==> src/rtl/vec_mac_pkg.sv <==
// Shared types and helpers for the vector multiply-accumulate issue stage.
package vec_mac_pkg;

    typedef enum logic [2:0] {
        VMACC  = 3'b000,
        VNMSAC = 3'b010,
        VMADD  = 3'b100,
        VNMSUB = 3'b110
    } mac_op_e;

    typedef enum logic [1:0] {
        SEW8  = 2'b00,
        SEW16 = 2'b01,
        SEW32 = 2'b10
    } sew_e;

    typedef enum logic [1:0] {
        IDLE  = 2'b00,
        ISSUE = 2'b01,
        WAIT  = 2'b10,
        RESP  = 2'b11
    } mac_state_e;

    // Odd opcodes and the reserved element width are rejected.
    function automatic logic is_legal_mac(input logic [2:0] op, input logic [1:0] sew);
        return !op[0] && (sew != 2'b11);
    endfunction

endpackage

==> src/rtl/vector_mac_issue_ctrl.sv <==
// Issues one multiply-accumulate request at a time to vector_multiply_add_unit and
// returns its result (or an error for illegal requests / lost completions) to writeback.
`ifndef MAX_VLEN
`define MAX_VLEN 128
`endif

module vector_mac_issue_ctrl
    import vec_mac_pkg::*;
#(
    parameter int unsigned VLEN           = `MAX_VLEN,
    parameter int unsigned TIMEOUT_CYCLES = 64
) (
    input  logic            clk,
    input  logic            reset,
    input  logic            in_valid,
    output logic            in_ready,
    input  logic [2:0]      in_op,
    input  logic [1:0]      in_sew,
    input  logic            in_signed,
    input  logic [VLEN-1:0] in_a,
    input  logic [VLEN-1:0] in_b,
    input  logic [VLEN-1:0] in_c,
    output logic [VLEN-1:0] mac_data_A,
    output logic [VLEN-1:0] mac_data_B,
    output logic [VLEN-1:0] mac_data_C,
    output logic [2:0]      mac_accum_op,
    output logic [1:0]      mac_sew,
    output logic            mac_signed_mode,
    output logic            mac_Ctrl,
    output logic            mac_sew_16_32,
    output logic            mac_sew_32,
    output logic            mac_count_0,
    input  logic [VLEN-1:0] mac_result,
    input  logic            mac_done,
    output logic            out_valid,
    input  logic            out_ready,
    output logic [VLEN-1:0] out_data,
    output logic            out_err,
    output logic            busy
);

    localparam int unsigned CntW = (TIMEOUT_CYCLES > 1) ? $clog2(TIMEOUT_CYCLES) : 1;
    localparam logic [CntW-1:0] CntLast = CntW'(TIMEOUT_CYCLES - 1);

    mac_state_e      state_q, state_d;
    logic [CntW-1:0] timeout_q;
    logic            legal;
    logic            accept;
    logic            timed_out;

    logic [VLEN-1:0] a_q, b_q, c_q, out_data_q;
    logic [2:0]      op_q;
    logic [1:0]      sew_q;
    logic            signed_q, ctrl_q, sew_16_32_q, sew_32_q, out_err_q;

    assign legal     = is_legal_mac(in_op, in_sew);
    assign accept    = in_valid && (state_q == IDLE);
    assign timed_out = (timeout_q == CntLast);

    always_comb begin
        state_d = state_q;
        unique case (state_q)
            IDLE:    if (in_valid) state_d = legal ? ISSUE : RESP;
            ISSUE:   state_d = WAIT;
            WAIT:    if (mac_done || timed_out) state_d = RESP;
            RESP:    if (out_ready) state_d = IDLE;
            default: state_d = IDLE;
        endcase
    end

    always_ff @(posedge clk or negedge reset) begin
        if (!reset) begin
            state_q   <= IDLE;
            timeout_q <= '0;
        end else begin
            state_q   <= state_d;
            timeout_q <= (state_q == WAIT) ? timeout_q + 1'b1 : '0;
        end
    end

    // Operand bank only reloads on a legal accept, so the unit inputs persist between requests.
    always_ff @(posedge clk or negedge reset) begin
        if (!reset) begin
            a_q         <= '0;
            b_q         <= '0;
            c_q         <= '0;
            op_q        <= '0;
            sew_q       <= '0;
            signed_q    <= 1'b0;
            ctrl_q      <= 1'b0;
            sew_16_32_q <= 1'b0;
            sew_32_q    <= 1'b0;
        end else if (accept && legal) begin
            a_q         <= in_a;
            b_q         <= in_b;
            c_q         <= in_c;
            op_q        <= in_op;
            sew_q       <= in_sew;
            signed_q    <= in_signed;
            ctrl_q      <= in_op[1];
            sew_16_32_q <= (in_sew != 2'b00);
            sew_32_q    <= (in_sew == 2'b10);
        end
    end

    // Done takes priority over the timeout limit in the same WAIT cycle.
    always_ff @(posedge clk or negedge reset) begin
        if (!reset) begin
            out_data_q <= '0;
            out_err_q  <= 1'b0;
        end else if (accept && !legal) begin
            out_data_q <= '0;
            out_err_q  <= 1'b1;
        end else if (state_q == WAIT) begin
            if (mac_done) begin
                out_data_q <= mac_result;
                out_err_q  <= 1'b0;
            end else if (timed_out) begin
                out_data_q <= '0;
                out_err_q  <= 1'b1;
            end
        end
    end

    assign in_ready        = (state_q == IDLE);
    assign out_valid       = (state_q == RESP);
    assign busy            = (state_q != IDLE);
    assign mac_count_0     = (state_q == ISSUE);
    assign mac_data_A      = a_q;
    assign mac_data_B      = b_q;
    assign mac_data_C      = c_q;
    assign mac_accum_op    = op_q;
    assign mac_sew         = sew_q;
    assign mac_signed_mode = signed_q;
    assign mac_Ctrl        = ctrl_q;
    assign mac_sew_16_32   = sew_16_32_q;
    assign mac_sew_32      = sew_32_q;
    assign out_data        = out_data_q;
    assign out_err         = out_err_q;

endmodule

==> config.mk <==
export PLATFORM = sky130hd
export DESIGN_NAME = vector_mac_issue_ctrl
export DESIGN_NICKNAME = d
export VERILOG_FILES = /design/src/rtl/vec_mac_pkg.sv /design/src/rtl/vector_mac_issue_ctrl.sv
export SDC_FILE = /design/constraint.sdc
export NUM_CORES = 1
export LEC_CHECK = 0
export CELL_PAD_IN_SITES_DETAIL_PLACEMENT = 0
export CELL_PAD_IN_SITES_GLOBAL_PLACEMENT = 1
export CORE_AREA = 2 2 409 411
export DETAILED_ROUTE_END_ITERATION = 12
export DIE_AREA = 0 0 411 413
export PLACE_DENSITY = 0.41
export SLEW_MARGIN = 10
export SYNTH_ARGS = -nofsm -noshare
export SYNTH_HDL_FRONTEND = slang
export SYNTH_SLANG_ARGS = --single-unit
==> constraint.sdc <==
create_clock -name clk -period 4.77 [get_ports clk]
set_input_delay 0.477 -clock clk [delete_from_list [all_inputs] [get_ports clk]]
set_output_delay 0.477 -clock clk [all_outputs]
set_load 0.01 [all_outputs]
==> results of run 1 <==
kinds of logic after synthesis:
logic type / count (synthesis) / synth area share [%]
simple gates: 1450 / 27.70
flops: 529 / 65.02
buf+inv: 148 / 3.306
compound gates: 135 / 3.374
fa+ha+maj: 6 / 0.3687
xor+xnor: 4 / 0.1721
mux: 1 / 0.05531
final cells by class:
class / instances / area share, %
Antenna cell: 11 / 0.07636
Clock inverter: 12 / 0.6456
Multi-Input combinational cell: 1596 / 17.98
Inverter: 4 / 0.04165
Clock buffer: 122 / 6.452
Sequential cell: 529 / 36.72
Timing Repair Buffer: 1091 / 30.43
Tap cell: 2204 / 7.650
cell usage in the layout, fill, tap and decap left out, types with 2 or more instances in the layout:
master,instances
clkbuf_8,23
clkbuf_16,77
buf_4,30
ha_1,6
clkinv_2,3
nor2b_1,4
o22ai_1,2
nand3_1,129
clkinv_16,4
clkbuf_1,22
diode_2,11
inv_1,4
and2_1,4
clkdlybuf4s50_1,1047
nor2_1,3
nand2_1,1301
a21oi_1,130
bufinv_16,2
xnor2_1,3
buf_12,12
dfrtp_1,529
sequential cells by signal (all words and copies together) (netlist names):
signal,count
mac_data_A,128
mac_data_B,128
mac_data_C,128
out_data,128
timeout_q,6
mac_accum_op,3
mac_sew,2
state_q,2
mac_sew_16_32,1
mac_sew_32,1
mac_signed_mode,1
out_err,1
through the flow:
step           hold slack (ns)  total power [uW]
3_3_place_gp            0.4521             17040
4_1_cts                 0.2279             23200
2_1_floorplan           0.1814             10680
6_report                0.3258             22580
5_1_grt                 0.2751             24110
3_5_place_dp            0.4589             17040
cells in the mapped netlist:
cell type	number
buf_4	2
inv_1	4
and2b_1	1
nand2_1	1302
dfrtp_1	529
xor2_1	1
and3_1	1
nor2_1	4
xnor2_1	3
mux2_2	1
and2_1	5
nor2b_1	4
buf_1	7
o22ai_1	2
o21ai_0	1
clkbuf_1	47
nand2b_1	1
ha_1	6
a21oi_1	130
nor3_1	1
clkbuf_2	1
a21oi_2	1
nand3_1	130
nand4_1	1
o32a_1	1
buf_2	87
power breakdown:
group | switching, uW | internal [uW]
Clock | 2410 | 3470
Combinational | 4480 | 4650
Sequential | 1110 | 6460
per-layer routing:
metal,vias up,GRT usage (%),part of all wire [%]
met4,20,4.383,2.5
li1,9128,-,-
met2,589,22.62,52
met3,138,4.434,7.9
met1,9243,14.08,38
met5,-,0,0.10
worst reg2reg max path, cell delays in order, from the launching register on:
cell and delay, ns:
dfrtp_1 0.41, inv_1 0.11, ha_1 0.42, nand2_1 0.25
and2b_4 0.57, buf_12 0.27, buf_4 0.46, nand2_1 0.12
nand2_1 0.07
worst min path at each step:
stage	slack, ns	cells after the start	to	startpoint
after floorplan	0.18	0	mac_accum_op[0]$_DFFE_PN0P_	reset
after global placement	0.45	2	mac_sew_16_32$_DFFE_PN0P_	mac_sew_16_32$_DFFE_PN0P_
after detailed placement	0.46	1	timeout_q[0]$_DFF_PN0_	timeout_q[0]$_DFF_PN0_
after CTS	0.23	3	mac_data_C[63]$_DFFE_PN0P_	in_c[63]
after global routing	0.28	3	mac_data_C[50]$_DFFE_PN0P_	in_c[50]
final	0.33	3	mac_data_C[63]$_DFFE_PN0P_	in_c[63]
==> metrics.txt, run 1 <==
nets@finish=3827; Synth Area per Inst=8.957 sq um; Worst path depth=4; Worst Setup EP=busy; htree depth=3; starting density of the core=12.27%; Seq. cell area=13240 sq um; Min-Delay Path Class=in -> reg; RSZ-0062 raised after global routing=false; r2r endpoint=mac_data_B[99]$_DFFE_PN0P_; critical path's slowest cell=clkdlybuf4s50_1; vias in the first global route=19870; critical path required time=4.29 ns; root buf cell=clkbuf_16; DRT iter0 DRCs=963; Clock Tree Buf Depth=3; die area=169700 sq um; Clk pin slew, worst setup/hold paths=0.06 ns; DPL Wire Length=~84000 um; Worst R2R Setup Slack=2.01 ns; top cells by area, synth=dfrtp_1, nand2_1, a21oi_1; Worst Setup Start Kind=flip-flop; Post-Synthesis Cells=2273; Port Buf Inserts=1048; CP top delay family=buffers and inverters; io pins=about 1000; vias per std cell=3.433; post-synthesis sequential area ratio=~65%; cell taking the most area after synthesis=dfrtp_1; Worst Setup End Kind=output port; floorplan core area=approximately 170000 sq um; Routed Antenna Nets=0; Static Leak=approximately 0.016 uW; Relative slew margins=roughly a quarter; clk_skew=0.05225 ns; initial antenna violation count=23; per-cell routed wire length=around 20 um; dpl ws=~1.4 ns; Tcrit/Tclk final=between 60% and 70%; Seq cells post-synth=roughly 530; final worst slack=1.877 ns; synth unique cells=26; non-filler cells, final=5569; Synth Cell Area=approximately 20000 sq um; most used cell along the critical path=inv_1; vias post-DR=between 15000 and 20000; area taken by multi-input logic gates=6481 sq um; crit path launch=state_q[0]$_DFFE_PN0P_; Final Cell Area=36050 sq um; placed insts=5423; worst path cell trace=inv_1 > ha_1 > inv_1 > clkdlybuf4s50_1; Crit Path Category=reg -> out; Power Dens Cells=about 630 nW/um^2; Slew Limit Fails=0; Syn Nets=between 2000 and 3000; Die Y=413 um; DRC viols=0; CP Max Fanout=4; Setup TNS=0 ns; reg2reg path depth=8; Inserted Clock Buffers=76; Worst Path Buf+Inv=3; setup bufs post-CTS=0; min Tclk post-route=2.893 ns; worst-skew pair later-pin latency=0.68 ns; IR drop worst, VDD=between 0.2 and 0.3 mV; routed wire length=112900 um; area grow syn2layout=77.06%; largest net degree at the start of global routing=about 120; yosys synthesis warning count=0; total track usage=about 13%; die width=a little over 400 um; CTS tree=yes; worst-margin pin slew=1.103 ns; Largest stage delay, worst path=~0.56 ns; Hold Vio Cnt, Final=0; clock sink total=~530; Util after Layout=21.73%; filler instances=18370; outcome=complete, no violations; RePlAce Congestion=0.7649; hold bufs inserted after CTS=1; Synth top area share=65.02%; Max Clk Rate=345.7 MHz; Final Setup Violations=0; Max-cap violations=0; gr ovfl total=0; global-route wire length before repair=155300 um; Area after DPL=33450 sq um; drt first pass iters=5; reg2reg start=state_q[0]$_DFFE_PN0P_; CTS resizes=0; crit path DAT=about 2.4 ns; share of layout cells above drive strength 1=4.830%; FP Rows=150
Note: power is estimated with default switching activity, not from simulation.
==> run 2: changes to the inputs <==
--- a/config.mk
+++ b/config.mk
@@ -7,10 +7,10 @@
 export LEC_CHECK = 0
 export CELL_PAD_IN_SITES_DETAIL_PLACEMENT = 0
 export CELL_PAD_IN_SITES_GLOBAL_PLACEMENT = 1
-export CORE_AREA = 2 2 409 411
+export CORE_AREA = 2 2 411 413
 export DETAILED_ROUTE_END_ITERATION = 12
-export DIE_AREA = 0 0 411 413
-export PLACE_DENSITY = 0.41
+export DIE_AREA = 0 0 413 415
+export PLACE_DENSITY = 0.4
 export SLEW_MARGIN = 10
 export SYNTH_ARGS = -nofsm -noshare
 export SYNTH_HDL_FRONTEND = slang
==> constraint.sdc (replaced) <==
create_clock -name clk -period 2.9 [get_ports clk]
set_input_delay 0.29 -clock clk [delete_from_list [all_inputs] [get_ports clk]]
set_output_delay 0.29 -clock clk [all_outputs]
set_load 0.01 [all_outputs]
==> run 2 against run 1 <==
  * Global-route usage grew 0.25 points
  * Sequential cell count is the same
  * Critical endpoint unchanged
  * Clock power grew 63%
  * Hold slack lost 0.20 ns
  * First-iteration DRC count shrank 3.8%
  * Sequential power grew 64%
  * Die area grew 0.97%
  * Routed wire length grew 2.0%
  * Sequential share of layout area shrank 0.35 points
  * Register-to-register slack lost 1.3 ns
==> metrics.txt, run 2 (synthesized netlist as in run 1, its figures left out) <==
DPL Wire Length=87290 um (+4.4%); reg2reg start=state_q[0]$_DFFE_PN0P_; critical path required time=2.61 ns (-1.68 ns); clk_skew=0.03318 ns (-0.01907 ns); htree depth=3 (unchanged); per-cell routed wire length=20.59 um (+1.6%); Clock Tree Buf Depth=3 (unchanged); Switch Pwr=13190 uW (+65%); total track usage=13.00% (+0.25 points); clock sink total=529 (unchanged); Max Clk Rate=around 390 MHz; Crit Path Category=reg -> out; area grow syn2layout=78.76%; Seq pwr share=33.4% (about the same); io pins=1049 (unchanged); CP Max Fanout=4 (unchanged); outcome=complete, no violations; non-filler cells, final=5593 (+0.43%); crit path launch=state_q[0]$_DFFE_PN0P_; Final Setup Violations=0 (unchanged); worst-skew pair later-pin latency=0.67 ns (about the same); Setup TNS=0 ns (unchanged); Die Y=415 um (+0.48%); placed insts=5443 (+0.37%); crit path DAT=2.30 ns (-0.12 ns); RSZ-0062 raised after global routing=false; Relative slew margins=30.92% (+4.4 points); Logic pwr share=40.9% (+0.5 points); Largest stage delay, worst path=0.64 ns (+0.08 ns); vias per std cell=3.463 (+0.88%); nets@finish=3848 (+0.55%); Static Leak=0.01635 uW (+1.0%); beginning of the worst hold path=in_c[83]; initial antenna violation count=27 (+17%); DRT iter0 DRCs=926 (-3.8%); routed wire length=115200 um (+2.0%); FP Rows=150 (unchanged); vias post-DR=19370 (+1.3%); final worst slack=0.3102 ns (-1.567 ns); Clk network pwr share=25.8% (-0.2 points); Seq. cell area=13240 sq um (unchanged); share of layout cells above drive strength 1=5.393% (+0.56 points); Worst Setup Start Kind=flip-flop; Clk pin slew, worst setup/hold paths=0.06 ns (about the same); most used cell along the critical path=inv_1; switching share of power=35.43% (about the same); DRC viols=0 (unchanged); Min-Delay Path Class=in -> reg; commonest non-fill, non-tap cells in the layout=nand2_1, clkdlybuf4s50_1, dfrtp_1; Slew Limit Fails=0 (unchanged); global-route wire length before repair=159300 um (+2.6%); die area=171400 sq um (+0.97%); filler instances=18440 (+0.39%); floorplan core area=166700 sq um (+0.45%); Inserted Clock Buffers=77 (+1.3%); drt first pass iters=5 (unchanged); Max-cap violations=0 (unchanged); most common cell after layout, fill and taps aside=nand2_1; die width=413 um (+0.49%); dpl ws=0.3439 ns (-1.088 ns); critical path's slowest cell=clkdlybuf4s50_1; Internal Power=24030 uW (+65%); largest net degree at the start of global routing=136 (+11%); IR drop worst, VDD=0.4070 mV (+38%); hold path cells=3 (unchanged); worst path cell trace=inv_1 > ha_1 > inv_1 > clkdlybuf4s50_1; root buf cell=clkbuf_16; starting density of the core=12.22% (-0.055 points); vias in the first global route=20330 (+2.4%); gr ovfl total=0 (unchanged); Worst Setup End Kind=output port; area taken by multi-input logic gates=6481 sq um (unchanged); min Tclk post-route=2.590 ns; Port Buf Inserts=1048 (unchanged); worst-margin pin slew=1.036 ns (-0.06663 ns); Hold Vio Cnt, Final=0 (unchanged); reg2reg path depth=8 (unchanged); RePlAce Congestion=0.7916 (+3.5%); Routed Antenna Nets=0 (unchanged); Power Dens Cells=1023 nW/um^2 (+63%); Tcrit/Tclk final=89.30%; CTS tree=yes
-- run 2: metrics by stage --
stage	hold slack [ns]	power, uW	area, sq um	util, %
final	0.1285	37220	36390	21.84
after global routing	0.09551	39660	36390	21.83
after CTS	0.04312	38210	36360	21.82
after detailed placement	0.3332	28160	33810	20.29
after global placement	0.3396	28200	33810	20.29
after floorplan	-0.005591	17570	20360	-
-- run 2: worst max-delay path, delay by kind of cell (launching register included) --
family | cells | cell delay, ns
buffers and inverters | 3 | 0.96
adders and majority gates | 1 | 0.28
DFF | 1 | 0.39
-- run 2: cell type report --
type	count	share of cell area (%)
inverters	4	0.04126
well taps	2204	7.577
repair buffers	1111	31.14
diodes	14	0.09626
flip-flops and latches	529	36.37
clock inverters	15	0.6429
clock buffers	120	6.319
multi-input cells	1596	17.81
-- run 2: per-layer routing --
layer  global-route usage [%]  vias to the layer above  routed length (um)
met5                        0                        -                 184
met4                    4.992                       24                3528
met3                    4.430                      168                9091
met2                    23.05                      637               59230
met1                    14.13                     9360               43120
li1                         -                     9181                   -
-- run 2: power by group through the flow --
stage,registers (uW),logic [uW],clock network (uW)
final,12400,15200,9590
after global routing,12800,16500,10300
after CTS,12400,15700,10100
after detailed placement,12500,15700,0
after global placement,12500,15700,0
after floorplan,13900,3690,0
-- run 2: path summary, 6_finish.rpt --
| path | endpoint | slack [ns] |
|---|---|---|
| min in group asynchronous | mac_data_B[81]$_DFFE_PN0P_ | 0.19 |
| max reg2reg | mac_data_B[88]$_DFFE_PN0P_ | 0.70 |
| min reg2reg | timeout_q[0]$_DFF_PN0_ | 0.46 |
| max | busy | 0.31 |
| max in group asynchronous | out_data[120]$_DFFE_PN0P_ | 1.74 |
| min | mac_data_C[83]$_DFFE_PN0P_ | 0.13 |
-- run 2: repair_timing --
item | in CTS | in global routing
resized for setup | 0 | 0
setup buffers | 0 | 0
hold buffers | 1 | 0
endpoints found under the setup margin | 0 | 0
endpoints found under the hold margin | 30 | 0
